**config.mk**
```make
export PLATFORM = sky130hd
export DESIGN_NAME = subtractor_pipe_flat
export DESIGN_NICKNAME = d
export VERILOG_FILES = /design/src/rtl/subtractor_pipe_pkg.sv /design/src/rtl/subtractor_pipe_if.sv /design/src/rtl/subtractor_pipe_delay_line.sv /design/src/rtl/subtractor_pipe.sv /design/src/flat_wrapper.sv
export SDC_FILE = /design/constraint.sdc
export NUM_CORES = 1
export LEC_CHECK = 0
export ABC_AREA = 1
export CORE_UTILIZATION = 48
export DETAILED_ROUTE_END_ITERATION = 10
export PLACE_DENSITY = 0.67
export SLEW_MARGIN = 30
export SYNTH_ARGS = -nofsm -noshare
export SYNTH_HDL_FRONTEND = slang
export SYNTH_SLANG_ARGS = --single-unit
```
**constraint.sdc**
```tcl
create_clock -name clk -period 1 [get_ports clk]
set_input_delay 0.2 -clock clk [delete_from_list [all_inputs] [get_ports clk]]
set_output_delay 0.2 -clock clk [all_outputs]
set_load 0.02 [all_outputs]
```
**src/rtl/subtractor_pipe_pkg.sv**
```systemverilog
// subtractor_pipe_pkg: shared constants and types for the subtractor_pipe slice.
//   WIDTH_DEF / LATENCY_DEF : default operand width and latency
//   LATENCY_MAX             : largest supported latency (legal range 1..LATENCY_MAX)
//   result_t                : packed {bo, diff} at the default width
//   sample_t                : packed {a, b, bi} at the default width
package subtractor_pipe_pkg;

   localparam int unsigned WIDTH_DEF   = 4;
   localparam int unsigned LATENCY_DEF = 12;
   localparam int unsigned LATENCY_MAX = 32;

   typedef struct packed {
      logic                 bo;
      logic [WIDTH_DEF-1:0] diff;
   } result_t;

   typedef struct packed {
      logic [WIDTH_DEF-1:0] a;
      logic [WIDTH_DEF-1:0] b;
      logic                 bi;
   } sample_t;

endpackage

```
**src/rtl/subtractor_pipe_if.sv**
```systemverilog
// subtractor_pipe_if: operand/result bundle of subtractor_pipe.
//   flush, in_valid, a, b, bi : driven by the master (operand source)
//   out_valid, diff, bo       : driven by the slave (subtractor_pipe)
interface subtractor_pipe_if
   import subtractor_pipe_pkg::*;
#(
   parameter int unsigned WIDTH = WIDTH_DEF
);
   logic             flush;
   logic             in_valid;
   logic [WIDTH-1:0] a;
   logic [WIDTH-1:0] b;
   logic             bi;
   logic             out_valid;
   logic [WIDTH-1:0] diff;
   logic             bo;

   modport master (
      output flush, in_valid, a, b, bi,
      input  out_valid, diff, bo
   );

   modport slave (
      input  flush, in_valid, a, b, bi,
      output out_valid, diff, bo
   );
endinterface

```
**src/rtl/subtractor_pipe_delay_line.sv**
```systemverilog
// delay_line: valid+payload shift register of DEPTH stages.
//   clk, rst_n        : clock, asynchronous active-low reset
//   i_flush           : synchronous clear of every valid bit
//   i_valid, i_data   : stage-0 input
//   o_valid, o_data   : last stage; o_data only loads alongside a valid, so it
//                       holds the last emitted payload between pulses
module delay_line #(
   parameter int unsigned WIDTH = 5,
   parameter int unsigned DEPTH = 12
) (
   input  logic             clk,
   input  logic             rst_n,
   input  logic             i_flush,
   input  logic             i_valid,
   input  logic [WIDTH-1:0] i_data,
   output logic             o_valid,
   output logic [WIDTH-1:0] o_data
);
   logic [DEPTH-1:0] r_valid;
   logic [WIDTH-1:0] r_data [DEPTH];

   always_ff @(posedge clk or negedge rst_n) begin
      if (!rst_n) begin
         r_valid <= '0;
         for (int i = 0; i < DEPTH; i++) r_data[i] <= '0;
      end else begin
         r_valid[0] <= i_valid & ~i_flush;
         if (i_valid && !i_flush) r_data[0] <= i_data;
         for (int i = 1; i < DEPTH; i++) begin
            r_valid[i] <= r_valid[i-1] & ~i_flush;
            // Payload moves only with its valid, so a flushed stage never
            // disturbs the held output value.
            if (r_valid[i-1] && !i_flush) r_data[i] <= r_data[i-1];
         end
      end
   end

   assign o_valid = r_valid[DEPTH-1];
   assign o_data  = r_data[DEPTH-1];
endmodule

```
**src/rtl/subtractor_pipe.sv**
```systemverilog
// subtractor_pipe: WIDTH-bit subtract-with-borrow, result after LATENCY cycles.
//   clk, rst_n : clock, asynchronous active-low reset
//   bus        : subtractor_pipe_if slave (flush, in_valid, a, b, bi ->
//                out_valid, diff, bo)
// Build option SUBTRACTOR_PIPE_INERTIAL_EN: replace the transport delay line
// with inertial filtering (only tuples stable for LATENCY cycles emerge, once).
// LATENCY must lie in 1..LATENCY_MAX.
module subtractor_pipe
   import subtractor_pipe_pkg::*;
#(
   parameter int unsigned WIDTH   = WIDTH_DEF,
   parameter int unsigned LATENCY = LATENCY_DEF
) (
   input  logic              clk,
   input  logic              rst_n,
   subtractor_pipe_if.slave  bus
);
   // {bo, diff}: a borrow out of the WIDTH+1-bit subtraction lands in the MSB.
   logic [WIDTH:0] w_res;
   assign w_res = {1'b0, bus.a} - {1'b0, bus.b} - {{WIDTH{1'b0}}, bus.bi};

`ifdef SUBTRACTOR_PIPE_INERTIAL_EN
   localparam int unsigned CNT_W = (LATENCY > 1) ? $clog2(LATENCY) : 1;

   logic [2*WIDTH:0] w_sample;
   logic [2*WIDTH:0] r_prev;
   logic             r_prev_valid;
   logic [CNT_W-1:0] r_cnt;
   logic [CNT_W-1:0] w_cnt_nxt;
   logic             r_armed;
   logic             w_load;
   logic             w_fire;
   logic             r_out_valid;
   logic [WIDTH:0]   r_res;

   always_comb begin
      w_sample  = {bus.a, bus.b, bus.bi};
      // A new tuple or a rising in_valid restarts the stability window.
      w_load    = bus.in_valid & (~r_prev_valid | (w_sample != r_prev));
      w_cnt_nxt = w_load ? CNT_W'(LATENCY - 1) : r_cnt - 1'b1;
      // Firing on the edge the count reaches zero puts the pulse exactly
      // LATENCY cycles after the last change; LATENCY=1 fires on the load edge.
      w_fire    = bus.in_valid & ~bus.flush & (w_load | r_armed) & (w_cnt_nxt == '0);
   end

   always_ff @(posedge clk or negedge rst_n) begin
      if (!rst_n) begin
         r_prev       <= '0;
         r_prev_valid <= 1'b0;
         r_cnt        <= '0;
         r_armed      <= 1'b0;
         r_out_valid  <= 1'b0;
         r_res        <= '0;
      end else begin
         r_prev_valid <= bus.in_valid;
         if (bus.in_valid) r_prev <= w_sample;
         if (w_load || r_armed) r_cnt <= w_cnt_nxt;
         // Disarm after firing so a tuple held indefinitely emits only once.
         r_armed      <= bus.in_valid & ~bus.flush & (w_load | r_armed) & ~w_fire;
         r_out_valid  <= w_fire;
         if (w_fire) r_res <= w_res;
      end
   end

   assign bus.out_valid = r_out_valid;
   assign bus.bo        = r_res[WIDTH];
   assign bus.diff      = r_res[WIDTH-1:0];
`else
   logic           w_dl_valid;
   logic [WIDTH:0] w_dl_data;

   delay_line #(
      .WIDTH (WIDTH + 1),
      .DEPTH (LATENCY)
   ) u_delay_line (
      .clk     (clk),
      .rst_n   (rst_n),
      .i_flush (bus.flush),
      .i_valid (bus.in_valid),
      .i_data  (w_res),
      .o_valid (w_dl_valid),
      .o_data  (w_dl_data)
   );

   assign bus.out_valid = w_dl_valid;
   assign bus.bo        = w_dl_data[WIDTH];
   assign bus.diff      = w_dl_data[WIDTH-1:0];
`endif
endmodule
```
**src/flat_wrapper.sv**
```systemverilog
// flat-port wrapper written by rule: the top's interface ports become plain ports
module subtractor_pipe_flat import subtractor_pipe_pkg::*;
#(
   parameter int unsigned WIDTH   = WIDTH_DEF,
   parameter int unsigned LATENCY = LATENCY_DEF
)
  (clk, rst_n, bus_flush, bus_in_valid, bus_a, bus_b, bus_bi, bus_out_valid, bus_diff, bus_bo);
  subtractor_pipe_if #(.WIDTH(WIDTH)) bus_i ();
  input  logic clk;
  input  logic rst_n;
  input wire logic [$bits(bus_i.flush)-1:0] bus_flush;
  input wire logic [$bits(bus_i.in_valid)-1:0] bus_in_valid;
  input wire logic [$bits(bus_i.a)-1:0] bus_a;
  input wire logic [$bits(bus_i.b)-1:0] bus_b;
  input wire logic [$bits(bus_i.bi)-1:0] bus_bi;
  output wire logic [$bits(bus_i.out_valid)-1:0] bus_out_valid;
  output wire logic [$bits(bus_i.diff)-1:0] bus_diff;
  output wire logic [$bits(bus_i.bo)-1:0] bus_bo;
  assign bus_i.flush = bus_flush;
  assign bus_i.in_valid = bus_in_valid;
  assign bus_i.a = bus_a;
  assign bus_i.b = bus_b;
  assign bus_i.bi = bus_bi;
  assign bus_out_valid = bus_i.out_valid;
  assign bus_diff = bus_i.diff;
  assign bus_bo = bus_i.bo;
  subtractor_pipe #(.WIDTH(WIDTH), .LATENCY(LATENCY)) u_core (.clk(clk), .rst_n(rst_n), .bus(bus_i));
endmodule
```
==> results.json <==
{
  "r2r_start": "u_core.u_delay_line.o_data[0]$_DFFE_PN0P_",
  "routed_via_density": 4.696,
  "num-nets-final": 355,
  "die_h_um": 79.68,
  "critPathBufInv": 2,
  "worstSetupEndpointType": "register",
  "clock_latency_ns": 0.34,
  "die-area_mm2": 0.006349,
  "path_depth": 8,
  "clockBufferDepth": 2,
  "layout_common_cells": "nand2_1, dfrtp_1, inv_1",
  "num_vias": 1930,
  "netlist_area_mm2": 0.002897,
  "timing.rr.end": "u_core.u_delay_line.o_data[0]$_DFFE_PN0P_",
  "start_util_pct": 51.04,
  "fillCellCount": 460,
  "syn-num-nets": 311,
  "ys_seq_area_share_pct": 62.20,
  "layout_setup_ws_ns": -0.2099,
  "rsz0062_at_grt": "yes",
  "reg2reg_depth": 4,
  "place_congestion": 0.7735,
  "port_buffers": 18,
  "cts_made_buffers": 9,
  "tightest_slew_ns": 0.3733,
  "drive_gt1_share_pct": 25.07,
  "cts_htree_levels": 3,
  "crit_family": "adder cells",
  "synth_top_area_share_pct": 62.20,
  "synth_warnings": 0,
  "fmax_mhz": 826.5,
  "tns_ns": -1.208,
  "synth.area.top_cells": "dfrtp_1, nand2_1, o21ai_0",
  "slowest_delay_ns": 0.58,
  "slew_headroom_pct": 75.11,
  "overflow": 0,
  "power.total_mw": 6.569,
  "grt_start_max_net_pins": 27,
  "multiInputGateArea_um2": 930.9,
  "crit_type": "in2reg",
  "instances_no_fill": 411,
  "avgSynthCellArea_um2": 9.988,
  "cp-startpoint": "bus_a[0]",
  "cp_data_arrival_time_ns": 1.44,
  "path_cells": "buf_6 -> fa_2 -> inv_2 -> ha_4 -> o21ai_4 -> nand3_1 -> nand3_1 -> nand2_1",
  "utilization_pct": 63.89,
  "crit_path_max_fanout": 2,
  "antenna_cells": 0,
  "num_rows": 27,
  "clk_pin_slew_worst_paths_ns": 0.08,
  "seqCellArea_mm2": 0.001802,
  "violations": "setup timing",
  "slew_violations": 0,
  "fin_crit_sh_pct": 121.0,
  "post-place-cells": 390,
  "drv_cap": 0,
  "startpoint_type": "input port",
  "grt_pass1_vias": 1975,
  "leakage_nw": 1.944,
  "syn_to_final_growth_pct": 25.18,
  "run_status": "finished with violations",
  "hold_violations": 0,
  "ant_nets": 0,
  "power_density_mw_per_mm2": 1812,
  "crit_top_cell": "nand3_1",
  "grt_antenna_before_repair": 0,
  "fp.dieW_um": 79.68,
  "hold_path_class": "in2async",
  "finalSetupViolations": 11,
  "first_pass_iters": 4,
  "grt_first_pass_wirelength_mm": 8.776,
  "layout_commonest_cell": "nand2_1",
  "synth_seq_cells": 72,
  "crit_required_ns": 1.23,
  "cp-endpoint": "u_core.u_delay_line.r_data[58]$_DFFE_PN0P_",
  "grtUsageTotal_pct": 18.52,
  "yosys.area.top_type": "dfrtp_1",
  "fin_crit_ns": 1.210,
  "fin_skew_ns": 0.007939,
  "drt_wl_total_mm": 4.758,
  "clkSinkCount": 72,
  "postSynthCellCount": 290,
  "cts_tree": "done",
  "reg2reg_slack_ns": 0.13,
  "ys_types": 16,
  "core_mm2": 0.005675,
  "wl_per_cell_um": 11.58,
  "drc_errors": 0,
  "cts_root_buffer": "clkbuf_8",
  "drt_iter0_drc": 73,
  "slowest_stage": "fa_2",
  "io_pins": 19,
  "hpwl_mm": 3.301,
  "ir_drop_mv": 1.189
}
==> flip-flops by register name (all words and copies together), names as in the netlist <==
name                         count
u_core.u_delay_line.r_data      55
u_core.u_delay_line.r_valid     12
u_core.u_delay_line.o_data       5
==> metrics by stage <==
stage / worst slack [ns] / area [um2] / hold WS [ns]
after floorplan: -0.3800 / 2918 / -0.09559
after global placement: -0.9176 / 3283 / 0.1203
after detailed placement: -0.9460 / 3283 / 0.1275
after CTS: -0.2590 / 3561 / 0.2898
after global routing: -0.2604 / 3626 / 0.3228
final: -0.2099 / 3626 / 0.3109
==> layer usage <==
metal	track usage [%]	vias up	part of all wire, %
met3	4.457	7	2.5
li1	-	977	-
met2	29.83	23	50
met1	23.49	923	46
met4	8.727	0	1.4
met5	0	-	0
==> power by group <==
part	total (mW)	switching (mW)	internal (mW)	leakage, nW
clock	2.42	1.06	1.36	0.109
sequential	3.39	0.146	3.24	0.903
combinational	0.762	0.414	0.349	0.932
total	6.57	1.62	4.95	1.94
==> layout make-up <==
| class | count | share of cell area (%) |
|---|---|---|
| sequential | 72 | 49.69 |
| multi-input combinational | 164 | 25.67 |
| timing repair buffer | 38 | 10.70 |
| inverter | 49 | 5.487 |
| clock buffer | 12 | 4.555 |
| tap | 72 | 2.484 |
| clock inverter | 4 | 1.415 |
==> timing repair <==
| item | CTS | global route |
|---|---|---|
| hold buffers | 1 | 0 |
| endpoints found under the hold margin | 8 | 0 |
| resized for setup | 59 | 13 |
| buffers inserted | 2 | 2 |
| setup endpoints to repair | 11 | 15 |
| pin swaps | 12 | 16 |
==> worst min path at each step <==
| stage | start | endpoint | slack (ns) |
|---|---|---|---|
| after global routing | rst_n | u_core.u_delay_line.r_data[9]$_DFFE_PN0P_ | 0.32 |
| after detailed placement | rst_n | u_core.u_delay_line.r_data[9]$_DFFE_PN0P_ | 0.13 |
| after floorplan | rst_n | u_core.u_delay_line.o_data[0]$_DFFE_PN0P_ | -0.1 |
| after CTS | rst_n | u_core.u_delay_line.r_data[9]$_DFFE_PN0P_ | 0.29 |
| final | rst_n | u_core.u_delay_line.r_data[9]$_DFFE_PN0P_ | 0.31 |
| after global placement | rst_n | u_core.u_delay_line.r_data[9]$_DFFE_PN0P_ | 0.12 |
==> synth_stat cells <==
master    n
nand3_1   4
dfrtp_1  72
xnor2_1   1
fa_1      2
ha_1      6
nand2_1  90
nand2_4  10
o21ai_1  19
inv_4     5
o21ai_0  29
inv_1    37
nor2_1    2
buf_4     4
buf_12    1
inv_2     7
a31oi_1   1
==> cell families after synthesis <==
group	synth area share, %
AOI/OAI and AO/OA	8.510
xor gates and xnor gates	0.3024
adders and majority gates	3.974
DFF	62.20
buffers and inverters	8.510
and+or+nand+nor	16.50
Note: power is estimated with default switching activity, not from simulation.
